**config.mk**
```make
export PLATFORM = sky130hd
export DESIGN_NAME = irq_source_ctrl
export DESIGN_NICKNAME = d
export VERILOG_FILES = /design/src/rtl/irq_source_ctrl.sv
export SDC_FILE = /design/constraint.sdc
export NUM_CORES = 1
export LEC_CHECK = 0
export ABC_AREA = 0
export CAP_MARGIN = 0
export CORE_UTILIZATION = 53
export CTS_BUF_LIST = sky130_fd_sc_hd__clkbuf_8
export CTS_CLUSTER_SIZE = 20
export DETAILED_ROUTE_END_ITERATION = 7
export GPL_ROUTABILITY_DRIVEN = 0
export PLACE_DENSITY_LB_ADDON = 0.08
export SYNTH_ARGS = -nofsm -noshare
export SYNTH_HDL_FRONTEND = slang
export SYNTH_SLANG_ARGS = --single-unit
```
**constraint.sdc**
```tcl
create_clock -name clk -period 3.7 [get_ports clk]
set_clock_uncertainty 0.15 [all_clocks]
set_input_delay 0.74 -clock clk [delete_from_list [all_inputs] [get_ports clk]]
set_output_delay 0.74 -clock clk [all_outputs]
set_load 0.01 [all_outputs]
```
**src/rtl/irq_source_ctrl.sv**
```systemverilog
// irq_source_ctrl: latches, masks and routes NSRC device requests onto CP0 IP[7:4].
// Define IRQC_SYNC_EN to add a two-flop synchronizer in front of src_r.
module irq_source_ctrl #(
    parameter int NSRC = 8
) (
    input  logic            clk,
    input  logic            reset,
    input  logic [NSRC-1:0] src,
    input  logic            sel,
    input  logic            we,
    input  logic [2:0]      addr,
    input  logic [31:0]     wdata,
    output logic [31:0]     rdata,
    output logic [3:0]      irq
);

    localparam int RW = 2 * NSRC;

    logic [NSRC-1:0] src_r_d, src_r_q;
    logic [NSRC-1:0] src_rr_d, src_rr_q;
    logic [NSRC-1:0] pending_d, pending_q;
    logic [NSRC-1:0] enable_d, enable_q;
    logic [NSRC-1:0] edge_d, edge_q;
    logic [RW-1:0]   route_d, route_q;
    logic [3:0]      irq_d, irq_q;

    logic [NSRC-1:0] active;
    logic [NSRC-1:0] rise;
    logic [NSRC-1:0] w1c;
    logic            wr_en;
    logic            claim_vld;
    logic [3:0]      claim_idx;
    logic            wdata_unused;

    assign wdata_unused = ^wdata;
    assign wr_en        = sel & we;

`ifdef IRQC_SYNC_EN
    logic [NSRC-1:0] sync1_d, sync1_q;
    logic [NSRC-1:0] sync2_d, sync2_q;

    always_comb begin
        sync1_d = src;
        sync2_d = sync1_q;
        src_r_d = sync2_q;
    end

    always_ff @(posedge clk or posedge reset) begin
        if (reset) begin
            sync1_q <= '0;
            sync2_q <= '0;
        end else begin
            sync1_q <= sync1_d;
            sync2_q <= sync2_d;
        end
    end
`else
    always_comb begin
        src_r_d = src;
    end
`endif

    always_comb begin
        src_rr_d = src_r_q;
        rise     = src_r_q & ~src_rr_q;
        active   = pending_q & enable_q;
    end

    // Register writes
    always_comb begin
        w1c      = '0;
        enable_d = enable_q;
        edge_d   = edge_q;
        route_d  = route_q;
        if (wr_en) begin
            case (addr)
                3'd0:    w1c      = wdata[NSRC-1:0];
                3'd1:    enable_d = wdata[NSRC-1:0];
                3'd2:    edge_d   = wdata[NSRC-1:0];
                3'd3:    route_d  = wdata[RW-1:0];
                default: ;
            endcase
        end
    end

    // Level sources track src_r; edge sources latch until W1C, set beats clear
    always_comb begin
        pending_d = pending_q;
        for (int i = 0; i < NSRC; i++) begin
            if (!edge_q[i]) begin
                pending_d[i] = src_r_q[i];
            end else begin
                pending_d[i] = rise[i] | (pending_q[i] & ~w1c[i]);
            end
        end
    end

    always_comb begin
        irq_d = '0;
        for (int k = 0; k < 4; k++) begin
            for (int i = 0; i < NSRC; i++) begin
                if (active[i] && (route_q[2*i +: 2] == 2'(k))) begin
                    irq_d[k] = 1'b1;
                end
            end
        end
    end

    always_comb begin
        claim_vld = |active;
        claim_idx = '0;
        for (int i = NSRC - 1; i >= 0; i--) begin
            if (active[i]) begin
                claim_idx = 4'(i);
            end
        end
    end

    always_comb begin
        rdata = '0;
        case (addr)
            3'd0: rdata[NSRC-1:0] = pending_q;
            3'd1: rdata[NSRC-1:0] = enable_q;
            3'd2: rdata[NSRC-1:0] = edge_q;
            3'd3: rdata[RW-1:0]   = route_q;
            3'd4: begin
                rdata[31]  = claim_vld;
                rdata[3:0] = claim_idx;
            end
            3'd5: rdata[NSRC-1:0] = src_r_q;
            default: ;
        endcase
    end

    always_ff @(posedge clk or posedge reset) begin
        if (reset) begin
            src_r_q   <= '0;
            src_rr_q  <= '0;
            pending_q <= '0;
            enable_q  <= '0;
            edge_q    <= '0;
            route_q   <= '0;
            irq_q     <= '0;
        end else begin
            src_r_q   <= src_r_d;
            src_rr_q  <= src_rr_d;
            pending_q <= pending_d;
            enable_q  <= enable_d;
            edge_q    <= edge_d;
            route_q   <= route_d;
            irq_q     <= irq_d;
        end
    end

    assign irq = irq_q;

endmodule

```
==> load_flow_metrics.sql <==
INSERT INTO impl_metrics (metric_group, metric, value, unit) VALUES
('drt', 'antenna_left', '0', ''),
('floorplanning', 'ioPinCount', '83', ''),
('setup_path', 'timing.critical_path.max_delay_family', 'buffers and inverters', ''),
('setup_path', 'critPathLaunchType', 'input port', ''),
('clocking', 'hold_bufs_inserted_after_cts', '0', ''),
('hold_path', 'holdCritStartpoint', 'src_r_q[0]$_DFF_PP0_', ''),
('setup_path', 'r2r_setup_slack', '2080', 'ps'),
('setup_path', 'cp.required', '2810', 'ps'),
('floorplanning', 'floorplan.die.height', '76.7', 'um'),
('logic_synthesis', 'synth-compound-area-share', '11.1', '%'),
('grt', 'grt_start_max_net_pins', '26', ''),
('logic_synthesis', 'synth_xor_xnor_area_share', '0', '%'),
('logic_synthesis', 'synthSimpleGateAreaFrac', '16.1', '%'),
('cells_and_area', 'fillerInstances', '399', ''),
('setup_path', 'critical_path_class', 'in -> out', ''),
('logic_synthesis', 'synth_enable_flop_cells', '0', ''),
('hold_path', 'timing.hold.worst_path_depth', '0', ''),
('logic_synthesis', 'synth_async_sr_flop_share', '100', '%'),
('placement', 'place.detailed.hpwl', '4970', 'um'),
('floorplanning', 'rows', '26', ''),
('drt', 'drt_first_pass_iters', '5', ''),
('timing', 'fmax', '281', 'MHz'),
('clocking', 'tritoncts', 'done', ''),
('placement', 'place_worst_setup_slack', '78.9', 'ps'),
('setup_path', 'slowest_delay', '590', 'ps'),
('timing', 'worstMarginPinSlew', '654', 'ps'),
('run_status', 'outcome', 'complete, no violations', ''),
('timing', 'timing.final.setup_violations', '0', ''),
('logic_synthesis', 'synth.mux.area_fraction', '16.2', '%'),
('logic_synthesis', 'dominant_combinational_cell_family_by_area_after_synthesis', 'multiplexers', ''),
('hold_path', 'worst_hold_endpoint', 'src_rr_q[0]$_DFF_PP0_', ''),
('clocking', 'cts-resized-gates', '0', ''),
('flow_run', 'max-cap-violations', '0', ''),
('floorplanning', 'core-area', '5240', 'um^2'),
('logic_synthesis', 'synthDistinctLibCells', '38', ''),
('drt', 'vias', '2423', ''),
('clocking', 'htree_levels', '3', ''),
('floorplanning', 'die-area', '5880', 'um^2'),
('floorplanning', 'floorplan.initialDensity', '56.4', '%'),
('cells_and_area', 'syn2layout_area_growth', '28.5', '%'),
('cells_and_area', 'finish.net_count', '385', ''),
('placement', 'port-buffer-count', '51', ''),
('power_and_ir_drop', 'power-per-cell-area', '561', 'nW/um^2'),
('grt', 'grt_usage', '26.3', '%'),
('timing', 'slew_headroom', '56.4', '%'),
('placement', 'place.detailed.instances', '397', ''),
('power_and_ir_drop', 'vdd_ir_drop_max', '0.413', 'mV'),
('drt', 'wire_per_inst', '16.5', 'um'),
('logic_synthesis', 'synth_seq_cells', '60', ''),
('setup_path', 'timing.critical_path.cells', 'clkdlybuf4s50_1, mux4_2, a21oi_1, o31ai_1, clkdlybuf4s50_1', ''),
('cells_and_area', 'post_route_cells_drive_above_1_share', '19.0', '%'),
('clocking', 'postCtsSetupRepairBufs', '0', ''),
('setup_path', 'critPathCaptureType', 'output pin', ''),
('clocking', 'clk_pin_slew', '60', 'ps'),
('power_and_ir_drop', 'totalPowerFinal', '2.13', 'mW'),
('grt', 'grt.overflow.total', '0', ''),
('timing', 'finalCriticalPeriod', '3560', 'ps'),
('power_and_ir_drop', 'cellLeakagePower', '1.64', 'nW'),
('logic_synthesis', 'synth_fa_ha_area_share', '0', '%'),
('timing', 'final_count_of_pins_violating_max_slew', '0', ''),
('clocking', 'clock-sinks', '60', ''),
('logic_synthesis', 'syn_avg_cell_area', '10.8', 'um^2'),
('timing', 'holdWs', '261', 'ps'),
('logic_synthesis', 'synth.cell_area', '2960', 'um^2'),
('setup_path', 'worst_r2r_startpoint', 'enable_q[2]$_DFFE_PP0P_', ''),
('timing', 'final_min_period_over_clock_period', '96.3', '%'),
('logic_synthesis', 'yosysWarningCount', '0', ''),
('setup_path', 'reg2reg_to', 'irq[0]$_DFF_PP0_', ''),
('cells_and_area', 'antenna_cells_inserted', '0', ''),
('timing', 'finalHoldViolCount', '0', ''),
('setup_path', 'r2r.worst_path.cells', '4', '');
-- synth_stat cells, types with 2 or more instances --
cell / instances / area, um^2
sky130_fd_sc_hd__nand3_1: 9 / 45.0
sky130_fd_sc_hd__dfrtp_1: 60 / 1500
sky130_fd_sc_hd__a31oi_1: 2 / 12.5
sky130_fd_sc_hd__nor2_1: 17 / 63.8
sky130_fd_sc_hd__nor2_2: 2 / 12.5
sky130_fd_sc_hd__mux2i_1: 5 / 50.1
sky130_fd_sc_hd__o221ai_1: 2 / 17.5
sky130_fd_sc_hd__nand2b_1: 2 / 12.5
sky130_fd_sc_hd__clkbuf_1: 3 / 11.3
sky130_fd_sc_hd__a32o_1: 10 / 100
sky130_fd_sc_hd__a22o_1: 3 / 26.3
sky130_fd_sc_hd__and3_1: 7 / 43.8
sky130_fd_sc_hd__nand2_1: 44 / 165
sky130_fd_sc_hd__o21ai_0: 8 / 40.0
sky130_fd_sc_hd__o2111ai_1: 2 / 17.5
sky130_fd_sc_hd__mux2_2: 32 / 360
sky130_fd_sc_hd__a21oi_1: 5 / 25.0
sky130_fd_sc_hd__inv_1: 5 / 18.8
sky130_fd_sc_hd__nor3_1: 7 / 35.0
sky130_fd_sc_hd__a22oi_1: 4 / 30.0
sky130_fd_sc_hd__o22ai_1: 3 / 18.8
sky130_fd_sc_hd__buf_4: 16 / 120
sky130_fd_sc_hd__mux4_2: 3 / 67.6
sky130_fd_sc_hd__nand4_1: 8 / 50.1
-- placed cells by master (no fill, tap or decap), types with 8 or more instances in the layout --
cell type and n:
sky130_fd_sc_hd__a32o_1 10, sky130_fd_sc_hd__nand4_1 8, sky130_fd_sc_hd__conb_1 15, sky130_fd_sc_hd__o21ai_0 8
sky130_fd_sc_hd__nand2_1 44, sky130_fd_sc_hd__clkbuf_8 11, sky130_fd_sc_hd__nor2_1 17, sky130_fd_sc_hd__buf_4 9
sky130_fd_sc_hd__mux2_2 32, sky130_fd_sc_hd__dfrtp_1 60, sky130_fd_sc_hd__clkdlybuf4s50_1 50, sky130_fd_sc_hd__nand3_1 9
-- worst register-to-register path, delay by kind of cell, from the launching register on --
| family | cells | cell delay [ps] |
|---|---|---|
| flops | 1 | 430 |
| compound gates | 1 | 520 |
| simple gates | 3 | 380 |
-- report_power, final --
part | switching, mW | total (mW) | internal [mW]
logic | 0.201 | 0.464 | 0.263
registers | 0.154 | 0.939 | 0.785
clock network | 0.248 | 0.728 | 0.480
-- worst max-delay path by stage --
stage / startpoint / to / depth (start not counted)
2_1_floorplan: addr[2] / rdata[2] / 4
6_report: addr[1] / rdata[2] / 5
4_1_cts: addr[0] / rdata[3] / 5
5_1_grt: addr[1] / rdata[5] / 7
3_5_place_dp: addr[0] / rdata[3] / 5
3_3_place_gp: addr[0] / rdata[3] / 5
-- layout make-up --
cell class	instances	area, um^2	share of cell area [%]
sequential	60	1500	39.5
tap	70	87.6	2.31
multi-input combinational	201	1340	35.3
timing repair buffer	61	601	15.8
inverter	5	18.8	0.494
clock buffer	11	151	3.99
clock inverter	5	98.8	2.60
-- per-stage QoR --
step / area, um^2 / utilization [%]
2_1_floorplan: 3010 / -
3_3_place_gp: 3550 / 67.7
3_5_place_dp: 3550 / 67.7
4_1_cts: 3800 / 72.5
5_1_grt: 3800 / 72.5
6_report: 3800 / 72.5
-- per-layer routing --
layer | vias to the layer above | share of wire, % | track usage, %
li1 | 1119 | - | -
met2 | 106 | 47 | 40.4
met5 | - | 0 | 0
met3 | 16 | 7.3 | 8.45
met4 | 0 | 1.6 | 9.04
met1 | 1182 | 44 | 35.1
-- kinds of logic after synthesis --
group,after synthesis
AND/OR/NAND/NOR,102
multiplexers,40
AO/OA/AOI/OAI,44
other,1
buffers and inverters,26
flip-flops,60
-- flip-flops by register name, summed over array words and instances, names as in the netlist --
| name | count |
|---|---|
| pending_q | 8 |
| enable_q | 8 |
| route_q | 16 |
| irq | 4 |
| edge_q | 8 |
| src_r_q | 8 |
| src_rr_q | 8 |
Power figures use the tool's default switching activity.
